## src/rtl/str_decim.sv

```systemverilog
// Purpose : stream decimator; keeps one sample per RATIO accepted inputs (pick) or their mean (STR_DECIM_AVG_EN).
// Latency : one cycle from the emitting input handshake to m_axis_tvalid when the output queue is empty.
// Backpr. : 2-deep output queue; s_axis_tready drops only in the emit slot while the queue is full (registered only).

// Small generic synchronous FIFO. DEPTH must be a power of two so pointers wrap naturally.
module sync_fifo #(
    parameter int W     = 8,
    parameter int DEPTH = 2
) (
    input  logic         clk,
    input  logic         rst_n,
    input  logic         wr_vld,
    input  logic [W-1:0] wr_dat,
    output logic         full,
    output logic         rd_vld,
    input  logic         rd_rdy,
    output logic [W-1:0] rd_dat
);
    localparam int AW = (DEPTH > 1) ? $clog2(DEPTH) : 1;

    logic [W-1:0]  mem_q [DEPTH];
    logic [W-1:0]  mem_d [DEPTH];
    logic [AW-1:0] wr_ptr_q, wr_ptr_d;
    logic [AW-1:0] rd_ptr_q, rd_ptr_d;
    logic [AW:0]   cnt_q, cnt_d;
    logic          wr_en;
    logic          rd_en;

    assign full   = (cnt_q == (AW+1)'(DEPTH));
    assign rd_vld = (cnt_q != '0);
    assign rd_dat = mem_q[rd_ptr_q];
    assign wr_en  = wr_vld & ~full;
    assign rd_en  = rd_vld & rd_rdy;

    // Next-state for storage, pointers and occupancy; simultaneous push/pop keeps the count.
    always_comb begin
        mem_d    = mem_q;
        wr_ptr_d = wr_ptr_q;
        rd_ptr_d = rd_ptr_q;
        cnt_d    = cnt_q;
        if (wr_en) begin
            mem_d[wr_ptr_q] = wr_dat;
            wr_ptr_d        = wr_ptr_q + AW'(1);
        end
        if (rd_en) begin
            rd_ptr_d = rd_ptr_q + AW'(1);
        end
        case ({wr_en, rd_en})
            2'b10:   cnt_d = cnt_q + (AW+1)'(1);
            2'b01:   cnt_d = cnt_q - (AW+1)'(1);
            default: cnt_d = cnt_q;
        endcase
    end

    // FIFO state registers; storage clears on reset so the output bus reads zero.
    always_ff @(posedge clk or negedge rst_n) begin
        if (!rst_n) begin
            for (int i = 0; i < DEPTH; i++) begin
                mem_q[i] <= '0;
            end
            wr_ptr_q <= '0;
            rd_ptr_q <= '0;
            cnt_q    <= '0;
        end else begin
            mem_q    <= mem_d;
            wr_ptr_q <= wr_ptr_d;
            rd_ptr_q <= rd_ptr_d;
            cnt_q    <= cnt_d;
        end
    end
endmodule

// Purpose : decimate an AXI-stream sample flow by RATIO; optional averaging under macro STR_DECIM_AVG_EN.
// Latency : result visible the cycle after the emitting input handshake (queue empty).
// Backpr. : input stalls only in the emit slot with the 2-entry queue full; no comb path from m_axis_tready.
module str_decim #(
    parameter int DW    = 24,
    parameter int RATIO = 4,
    parameter int PHASE = 0
) (
    input  logic          clk,
    input  logic          rst_n,
    input  logic [DW-1:0] s_axis_tdata,
    input  logic          s_axis_tvalid,
    output logic          s_axis_tready,
    output logic [DW-1:0] m_axis_tdata,
    output logic          m_axis_tvalid,
    input  logic          m_axis_tready
);
    localparam int CW = $clog2(RATIO);

`ifdef STR_DECIM_AVG_EN
    localparam bit AVG_MODE = 1'b1;
`else
    localparam bit AVG_MODE = 1'b0;
`endif

    // Averaging emits on the last sample of the frame; pick mode emits on the chosen phase.
    localparam int            EMIT_IDX  = AVG_MODE ? (RATIO - 1) : PHASE;
    localparam logic [CW-1:0] EMIT_SLOT = CW'(EMIT_IDX);

    logic [CW-1:0] cnt_q, cnt_d;
    logic          emit_slot;
    logic          ish;
    logic          push_vld;
    logic [DW-1:0] push_dat;
    logic          fifo_full;

    assign emit_slot     = (cnt_q == EMIT_SLOT);
    // Only registered state feeds tready: the slot counter and the queue-full flag.
    assign s_axis_tready = ~emit_slot | ~fifo_full;
    assign ish           = s_axis_tvalid & s_axis_tready;
    assign push_vld      = ish & emit_slot;

    // Frame phase advances on each accepted sample and wraps at RATIO.
    always_comb begin
        cnt_d = cnt_q;
        if (ish) begin
            cnt_d = cnt_q + CW'(1);
        end
    end

    // Phase counter register.
    always_ff @(posedge clk or negedge rst_n) begin
        if (!rst_n) begin
            cnt_q <= '0;
        end else begin
            cnt_q <= cnt_d;
        end
    end

`ifdef STR_DECIM_AVG_EN
    localparam int AW = DW + CW;

    logic signed [AW-1:0] acc_q, acc_d;
    logic signed [AW-1:0] sum;

    // Running frame sum including the current sample; the extra CW bits rule out overflow.
    assign sum = acc_q + {{CW{s_axis_tdata[DW-1]}}, s_axis_tdata};
    // The top DW bits of sum are exactly (sum >>> CW) truncated to DW, i.e. floor of the mean.
    assign push_dat = sum[CW +: DW];

    // Accumulate inside the frame, restart from zero once the mean has been emitted.
    always_comb begin
        acc_d = acc_q;
        if (ish) begin
            acc_d = emit_slot ? '0 : sum;
        end
    end

    // Accumulator register.
    always_ff @(posedge clk or negedge rst_n) begin
        if (!rst_n) begin
            acc_q <= '0;
        end else begin
            acc_q <= acc_d;
        end
    end
`else
    assign push_dat = s_axis_tdata;
`endif

    sync_fifo #(
        .W     (DW),
        .DEPTH (2)
    ) u_out_fifo (
        .clk    (clk),
        .rst_n  (rst_n),
        .wr_vld (push_vld),
        .wr_dat (push_dat),
        .full   (fifo_full),
        .rd_vld (m_axis_tvalid),
        .rd_rdy (m_axis_tready),
        .rd_dat (m_axis_tdata)
    );
endmodule

```

## config.mk

```make
export PLATFORM = sky130hd
export DESIGN_NAME = str_decim
export DESIGN_NICKNAME = d
export VERILOG_FILES = /design/src/rtl/str_decim.sv
export SDC_FILE = /design/constraint.sdc
export NUM_CORES = 1
export LEC_CHECK = 0
export BUFFER_PORTS_ARGS = -buffer_cell sky130_fd_sc_hd__buf_2
export CORE_MARGIN = 2
export CORE_UTILIZATION = 43
export CTS_CLUSTER_SIZE = 12
export DETAILED_ROUTE_END_ITERATION = 10
export GPL_ROUTABILITY_DRIVEN = 0
export GPL_TIMING_DRIVEN = 0
export PLACE_DENSITY = 0.65
export SYNTH_ARGS = -nofsm -noshare
export SYNTH_HDL_FRONTEND = slang
export SYNTH_SLANG_ARGS = --single-unit
```

## constraint.sdc

```tcl
create_clock -name clk -period 2.07 [get_ports clk]
set_input_delay 0.621 -clock clk [delete_from_list [all_inputs] [get_ports clk]]
set_output_delay 0.621 -clock clk [all_outputs]
set_load 0.05 [all_outputs]
```

==> impl_metrics.toml <==
[clock_tree]
tritoncts = "yes"
ctsHoldBuffers = 0
clkLatencyLatePin_ps = 310
path_clk_slew_ps = 90
cts.sink_count = 54
cts_root_buffer = "clkbuf_8"
clockBufferDepth = 2
cts_buffers = 5
h-tree-depth = 2

[floorplan]
num_rows = 27
core_um2 = 5570
die_x_um = 80.2
fp.dieH_um = 80.2
top_level_ports = 54
initial_core_util_pct = 44.8
die_area_um2 = 6440

[routing]
firstDrtPassIters = 4
vias = 1442
wl_per_cell_um = 17.0
wl_um = 4890
vias_per_cell = 5.01
antenna_left = 0
drc = 0
drt_iter0_markers = 35

[grt]
grt_use_met3_pct = 3.93
grt_use_met1_pct = 18.6
grt_usage_pct = 16.0
grt_remaining_overflow = 0
antenna_found_initial = 0
grt-busiest-layer = "met2"
grt_pass1_vias = 1545
grtUsageMet2_pct = 28.8
grt_max_degree = 55
grt_pass1_wl_um = 7600

[synth]
synthDistinctLibCells = 20
ys_seq_area_share_pct = 54.1
netlist.area_leader.share_pct = 54.1
synth_area_leaders = "dfrtp_1, mux2_2, mux2_4, buf_12, xnor2_1"
avgSynthCellArea_um2 = 16.2
synthArstFlopShare_pct = 100
synth_fp_nets = 184
synth_commonest_cells = "dfrtp_1, mux2_2, mux2_4"
syn_area_um2 = 2500
ys_ff_latch = 54
synth-edff-count = 0
netlist_instances = 154
synth.most_common_cell = "dfrtp_1"
synth_ff_type = "dfrtp_1"
yosysTopAreaCell = "dfrtp_1"
ys_warn_count = 0

[setup_path]
cp_max_fo = 10
required_ps = 1450
crit_chain = "buf_8 > mux2_2 > buf_2"
path_class = "reg -> out"
crit_arrival_ps = 1440
cpLargestDelayFamily = "flip-flops"
crit_buf_inv = 2
critPathMaxStageDelay_ps = 430
end_kind = "primary output"
cpMaxStageDelayCell = "dfrtp_2"
critPathLaunchType = "flip-flop"

[timing]
slew_headroom_pct = 21.5
period_needed_ps = 2070
skew_ps = 8.92
hold_viol = 0
fin_crit_sh_pct = 99.8
setup_tns_ps = 0
tightest_slew_ps = 1180
rsz0062_at_grt = "true"
setup_viol = 0
final_max_slew_viol_count = 0
timing.fmax_mhz = 484

[finish]
final_area_um2 = 3100
fin_nets = 245
area_growth_pct = 24.0
drive_gt1_share_pct = 68.1
nFillCells = 452
num_antenna_cells = 0

[min_path]
min-delay-path-class = "reg -> reg"

[place]
placed_cell_area_um2 = 2850
hpwl_um = 3490
io_buffers = 53

[flow_run]
drv_cap = 0

[outcome]
outcome = "finished, final reports clean"
==> area by class of cell <==
type                            instances  area [um^2]  share of cell area [%]
Clock inverter                          1         5.00                   0.161
Inverter                                2         7.51                   0.242
Multi-Input combinational cell         90         1050                    34.0
Sequential cell                        54         1350                    43.6
Tap cell                               72         90.1                    2.91
Buffer                                  7          104                    3.35
Timing Repair Buffer                   55          399                    12.9
Clock buffer                            7         86.3                    2.79
==> worst register-to-register path, delay by kind of cell (launching register included) <==
| family | cells | cell delay, ps |
|---|---|---|
| and+or+nand+nor | 3 | 670 |
| DFF | 1 | 450 |
| xor gates and xnor gates | 1 | 170 |
| adders and majority gates | 1 | 330 |
==> stage by stage <==
stage / utilization, % / cells / hold WS (ps) / worst slack (ps)
2_1_floorplan: - / 154 / 325 / 192
3_3_place_gp: 51.2 / 279 / 462 / -98.9
3_5_place_dp: 51.2 / 279 / 471 / -130
4_1_cts: 54.1 / 288 / 483 / -7.44
5_1_grt: 55.6 / 288 / 511 / -55.1
6_report: 55.6 / 288 / 481 / 4.22
==> worst paths after layout <==
| kind | start | end | slack [ps] | cells past startpoint |
|---|---|---|---|---|
| worst max-delay path | u_out_fifo.rd_ptr_q | m_axis_tdata[11] | 4 | 3 |
| min in group asynchronous | rst_n | u_out_fifo.mem_q[42] | 550 | 1 |
| worst min register to register | cnt_q[0] | cnt_q[0] | 480 | 1 |
| worst min-delay path | cnt_q[0] | cnt_q[0] | 480 | 1 |
| worst max register to register | u_out_fifo.cnt_q[0] | u_out_fifo.cnt_q[1] | 370 | 5 |
| max in group asynchronous | rst_n | u_out_fifo.rd_ptr_q | 730 | 1 |
==> timing repair <==
action                     in CTS  in global routing
setup endpoints to repair      24                 24
resized for setup              22                 29
setup buffers                   2                  0
==> logic make-up after synthesis <==
kind of cell / share of synthesized area (%)
muxes: 35.9
DFF: 54.1
buffers and inverters: 3.81
and+or+nand+nor: 3.10
xor gates and xnor gates: 2.10
adders and majority gates: 1.00
==> cells in the final DEF (no fill, tap or decap), types with 2 or more instances in the layout <==
cell type / synthesis / final
mux2_4: 20 / 20
buf_2: 2 / 31
dfrtp_1: 54 / 53
buf_12: 2 / 2
buf_4: 0 / 6
mux2_2: 53 / 53
xnor2_1: 4 / 4
inv_1: 2 / 2
xor2_1: 2 / 2
clkbuf_8: 0 / 6
buf_8: 0 / 2
buf_6: 3 / 20
==> layer usage <==
metal / vias up / part of all wire [%] / wire length [um]
met2: 27 / 55 / 2670
met4: 0 / 1.6 / 76
met5: - / 0 / 0
met3: 7 / 3.0 / 148
met1: 744 / 41 / 1990
li1: 664 / - / -
==> registers in the layout, indices dropped and copies added, names as in the netlist <==
signal and count:
cnt_q 2, u_out_fifo.cnt_q 2, u_out_fifo.mem_q 48, u_out_fifo.rd_ptr_q 1, u_out_fifo.wr_ptr_q 1
Power is not shown: default switching activity piles up to over one toggle a cycle in this logic, so the estimate is an artifact.
